`config.mk`:
```
export PLATFORM = sky130hd
export DESIGN_NAME = step_loader
export DESIGN_NICKNAME = d
export VERILOG_FILES = /design/src/rtl/step_loader.sv
export SDC_FILE = /design/constraint.sdc
export NUM_CORES = 1
export LEC_CHECK = 0
export ABC_AREA = 1
export ABC_CLOCK_PERIOD_IN_PS = 12700
export CAP_MARGIN = 20
export CORE_ASPECT_RATIO = 0.75
export CORE_UTILIZATION = 30
export DETAILED_ROUTE_END_ITERATION = 10
export MAX_ROUTING_LAYER = met4
export SETUP_SLACK_MARGIN = 0.5
export SYNTH_ARGS = -nofsm -noshare
export SYNTH_HDL_FRONTEND = slang
export SYNTH_SLANG_ARGS = --single-unit
```
`constraint.sdc`:
```
create_clock -name clk -period 12.7 [get_ports clk]
set_clock_uncertainty 0.2 [all_clocks]
set_input_delay 1.905 -clock clk [delete_from_list [all_inputs] [get_ports clk]]
set_output_delay 1.905 -clock clk [all_outputs]
set_load 0.1 [all_outputs]
```
`src/rtl/step_loader.sv`:
```
// step_loader: decodes a 32-bit command word stream into per-channel step queue
// writes, a broadcast clock reload, and per-channel reset strobes.
module step_loader #(
  parameter int NUM_CHANNELS       = 4,
  parameter int MOVE_TYPE_BITS     = 3,
  parameter int STEP_INTERVAL_BITS = 32,
  parameter int STEP_COUNT_BITS    = 32,
  parameter int STEP_ADD_BITS      = 32,
  localparam int DW = MOVE_TYPE_BITS + STEP_INTERVAL_BITS + STEP_COUNT_BITS + STEP_ADD_BITS + 1
) (
  input  logic                    clk,
  input  logic                    reset,
  input  logic [31:0]             in_data,
  input  logic                    in_valid,
  output logic                    in_ready,
  output logic [DW-1:0]           q_wr_data,
  output logic [NUM_CHANNELS-1:0] q_wr_en,
  input  logic [NUM_CHANNELS-1:0] q_full,
  output logic                    do_reset_clock,
  output logic [31:0]             reset_clock,
  output logic [NUM_CHANNELS-1:0] ch_reset,
  output logic                    busy,
  output logic [1:0]              err,
  input  logic                    err_clear
);

  localparam logic [3:0] OP_MOVE      = 4'd1;
  localparam logic [3:0] OP_SET_CLOCK = 4'd2;
  localparam logic [3:0] OP_CH_RESET  = 4'd3;

  typedef enum logic [2:0] {HDR, ARG0, ARG1, ARG2, WRITE} state_t;

  state_t state, state_nxt;

  logic [3:0]                    op_r;
  logic                          ch_bad_r;
  logic [NUM_CHANNELS-1:0]       ch_oh_r;
  logic                          dir_r;
  logic [MOVE_TYPE_BITS-1:0]     mt_r;
  logic [STEP_INTERVAL_BITS-1:0] interval_r;
  logic [STEP_COUNT_BITS-1:0]    count_r;

  logic                    acc;
  logic [3:0]              hdr_op;
  logic                    hdr_ch_bad;
  logic [NUM_CHANNELS-1:0] hdr_oh;
  logic                    full_sel;
  logic [1:0]              err_set;

  assign acc    = in_valid & in_ready;
  assign hdr_op = in_data[31:28];
  // A channel field beyond the attached queues selects nothing (one-hot is zero).
  assign hdr_ch_bad = ({1'b0, in_data[27:24]} >= 5'(NUM_CHANNELS));
  assign full_sel   = |(q_full & ch_oh_r);

  // Header channel field decoded to a one-hot over the attached channels.
  always_comb begin
    hdr_oh = '0;
    for (int i = 0; i < NUM_CHANNELS; i++)
      hdr_oh[i] = (in_data[27:24] == 4'(i));
  end

  // FSM state register.
  always_ff @(posedge clk or posedge reset) begin
    if (reset) state <= HDR;
    else       state <= state_nxt;
  end

  // Next-state, handshake and combinational strobe outputs.
  always_comb begin
    state_nxt = state;
    in_ready  = (state != WRITE) && !reset;
    busy      = (state != HDR);
    q_wr_en   = '0;
    err_set   = 2'b00;
    case (state)
      HDR: if (acc) begin
        case (hdr_op)
          OP_MOVE, OP_SET_CLOCK: state_nxt = ARG0;
          OP_CH_RESET:           err_set[0] = hdr_ch_bad;
          default:               err_set[1] = 1'b1;
        endcase
      end
      ARG0: if (acc) state_nxt = (op_r == OP_SET_CLOCK) ? HDR : ARG1;
      ARG1: if (acc) state_nxt = ARG2;
      ARG2: if (acc) begin
        // A bad-channel MOVE still swallows its arguments, then is dropped.
        state_nxt  = ch_bad_r ? HDR : WRITE;
        err_set[0] = ch_bad_r;
      end
      WRITE: if (!full_sel) begin
        q_wr_en   = ch_oh_r;
        state_nxt = HDR;
      end
      default: state_nxt = HDR;
    endcase
  end

  // Command fields, registered queue entry, one-cycle strobes and sticky errors.
  always_ff @(posedge clk or posedge reset) begin
    if (reset) begin
      op_r           <= '0;
      ch_bad_r       <= 1'b0;
      ch_oh_r        <= '0;
      dir_r          <= 1'b0;
      mt_r           <= '0;
      interval_r     <= '0;
      count_r        <= '0;
      q_wr_data      <= '0;
      do_reset_clock <= 1'b0;
      reset_clock    <= '0;
      ch_reset       <= '0;
      err            <= 2'b00;
    end else begin
      do_reset_clock <= 1'b0;
      ch_reset       <= '0;
      // Set has priority over clear.
      err <= (err_clear ? 2'b00 : err) | err_set;
      if (acc) begin
        case (state)
          HDR: begin
            op_r     <= hdr_op;
            ch_bad_r <= hdr_ch_bad;
            ch_oh_r  <= hdr_oh;
            dir_r    <= in_data[23];
            mt_r     <= in_data[MOVE_TYPE_BITS-1:0];
            if (hdr_op == OP_CH_RESET) ch_reset <= hdr_oh;
          end
          ARG0: begin
            if (op_r == OP_SET_CLOCK) begin
              do_reset_clock <= 1'b1;
              reset_clock    <= in_data;
            end else begin
              interval_r <= in_data[STEP_INTERVAL_BITS-1:0];
            end
          end
          ARG1: count_r <= in_data[STEP_COUNT_BITS-1:0];
          ARG2: if (!ch_bad_r)
            q_wr_data <= {dir_r, interval_r, count_r, in_data[STEP_ADD_BITS-1:0], mt_r};
          default: ;
        endcase
      end
    end
  end

endmodule

```
==> qor.txt <==
run status: complete, no violations
clock power share: 0.243
initial DRC count: 337
syn avg cell area: 8.93 um^2
final core utilization: 0.411
row count: 53
Place WS: 6600 ps
Worst Setup Slack, final: 6600 ps
final wirelength: 25500 um
min-delay worst type: register to register
type of origin of the critical path: primary input
Placer Congestion: 0.812
vias in the first global route: 7048
GRT overflow: 0
CP Class: primary input to primary output
crit path DAT: 3990 ps
final worst path period share: 0.480
CP required: 10600 ps
final setup fails: 0
maximum VDD drop: 0.000144 V
clk buf depth: 3
Synth cell types: 24
Overall Power: 3.09 mW
commonest cells after routing, fill and taps aside: 541 x nand2_1, 219 x dfrtp_1, 184 x clkdlybuf4s50_1
pwr dens: 265 mW/mm^2
grt peak-use layer: met2
clk_lat worst skew: 520 ps
FMAX: 164 MHz
synth warn: 0
M1 GR Usage: 0.242
Switch Pwr: 1.43 mW
drt first pass iters: 5
CP peak stage delay: 1160 ps
Flop pwr share: 0.333
Area Growth Syn to Fin: 33.6%
DIE AREA: 0.0298 mm^2
fill count: 2867
leakage: 5.91 nW
Final Critical Period: 6100 ps
placed insts: 1501
sequential cell area: 0.00548 mm^2
post-route insts no fill: 1544
cells along the critical path: clkdlybuf4s50_1 > nand2_1 > nand2_1 > nor2_1 > inv_1 > nor3_1 > clkdlybuf4s50_1
Internal: 1.65 mW
drc violations: 0
first-pass GRT wire length: 40500 um
delay-heaviest family, CP: buffers and inverters
hold_ws: 263 ps
R2R Setup Slk: 9490 ps
routing usage on met2: 0.282
leading cell type in the layout, fill and taps excluded: nand2_1
hold-fix buffer count after cts: 0
Initial Utilization: 0.308
initial antenna violation count: 0
Syn Nets: 1016
ant diodes: 0
CP Max Fanout: 5
CTS tree: done
cts repair resizes: 0
post-route cell area: 0.0116 mm^2
largest net degree at the start of global routing: 83
RSZ-0062 raised after global routing: no
number of CTS-inserted buffers: 24
max-cap viol count: 0
die width: 199 um
Layout Nets: 1183
routed via count: 6990
Pins Over Slew Limit: 0
Worst-Margin Slew: 1070 ps
GRT met3 Usage: 0.0410
DR WL/cell: 16.5 um
Root Driver: clkbuf_16
Core ar.: 0.0283 mm^2
Clock transition at path regs: 60 ps
Die H: 150 um
Final ANT Viol Nets: 0
setup bufs post-CTS: 0
Gate Count Post-Synth: 976
final HPWL from detailed placement: 15200 um
post-synthesis register bit count: 219
Slew HR: 0.285
Setup crit end kind: primary output
Post-Syn Area: 0.00872 mm^2
port bufs: 184
Via density: 4.53
sum of negative setup slack: 0 ps
DP Area: 0.0108 mm^2
CTS H-tree lvls: 1
final hold vios: 0
buffer and inverter count on the worst path: 3
# IOs: 185
Gate power share: 0.423
Hold Path Cell Cnt: 2
share of cells above drive strength 1: 0.0544
cell count along the critical path: 7
sequential fraction of the synthesis area: 0.629
fraction of power spent switching nets: 0.464
CTS Sinks: 219
Overall Global Routing Usage: 0.180
area of the multi-input gates: 0.00280 mm^2
R2R depth: 9
CP max stage cell: clkdlybuf4s50_1
## path summary, 6_finish.rpt
check | from | to
worst max-delay path | q_full[2] | q_wr_en[0]
worst min-delay path | interval_r[21]$_DFFE_PP0P_ | q_wr_data[88]$_DFFE_PP0P_
worst max register to register | state[1]$_DFFE_PP0P_ | q_wr_data[55]$_DFFE_PP0P_
worst min register to register | interval_r[21]$_DFFE_PP0P_ | q_wr_data[88]$_DFFE_PP0P_
max in group asynchronous | reset | interval_r[26]$_DFFE_PP0P_
min in group asynchronous | reset | ch_oh_r[2]$_DFFE_PP0P_
## cell usage after synthesis
library cell	instances	share of area
o21ai_0	97	0.056
nor2_2	3	0.0022
o21bai_1	1	0.00086
nand4_1	5	0.0036
nand3b_1	2	0.0017
inv_2	3	0.0013
and2_1	1	0.00072
buf_6	20	0.026
nand2_2	1	0.00072
nor2_4	2	0.0026
inv_1	16	0.0069
nor2_1	15	0.0065
nor3_1	4	0.0023
clkbuf_1	19	0.0082
nand3_1	4	0.0023
a21oi_1	2	0.0011
o21ai_1	5	0.0029
nand2_4	1	0.0013
dfrtp_1	219	0.63
nand3_4	1	0.0020
nand2_1	541	0.23
buf_2	7	0.0040
o22ai_1	1	0.00072
buf_4	6	0.0052
## per-layer routing
metal	vias up	wire, um	part of all wire
met5	-	0	0
met4	0	411	0.016
met3	30	1700	0.067
met2	167	11500	0.45
met1	3426	11800	0.46
li1	3367	-	-
## flip-flops by register name (all words and copies together) (netlist names), 2 cells and up
register and count:
interval_r 32, err 2, mt_r 3, reset_clock 32, count_r 32, q_wr_data 100, state 3, op_r 4
ch_reset 4, ch_oh_r 4
## layout make-up
cell class | count | share of cell area
clock inverter | 7 | 0.00967
tap | 385 | 0.0414
multi-input combinational | 686 | 0.241
clock buffer | 35 | 0.0638
inverter | 19 | 0.00698
sequential | 219 | 0.471
timing repair buffer | 193 | 0.167
## power by group through the flow
stage / sequential (mW) / clock, mW / combinational, mW
after floorplan: 1.74 / 0 / 0.263
after global placement: 1.03 / 0 / 1.30
after detailed placement: 1.04 / 0 / 1.31
after CTS: 1.03 / 0.775 / 1.32
after global routing: 1.06 / 0.800 / 1.38
final: 1.03 / 0.751 / 1.31
## cell families (layout without fill, tap and decap cells)
kind of cell | Yosys count | count (layout) | share of synthesized area
AO/OA/AOI/OAI | 106 | 106 | 0.0613
buffers and inverters | 71 | 254 | 0.0514
flip-flops | 219 | 219 | 0.629
AND/OR/NAND/NOR | 580 | 580 | 0.259
## tightest hold or removal path, delay by kind of cell (launching register included)
family           cells  cell delay (ps)
and+or+nand+nor      2              100
DFF                  1              330
(Power assumes the default switching activity.)
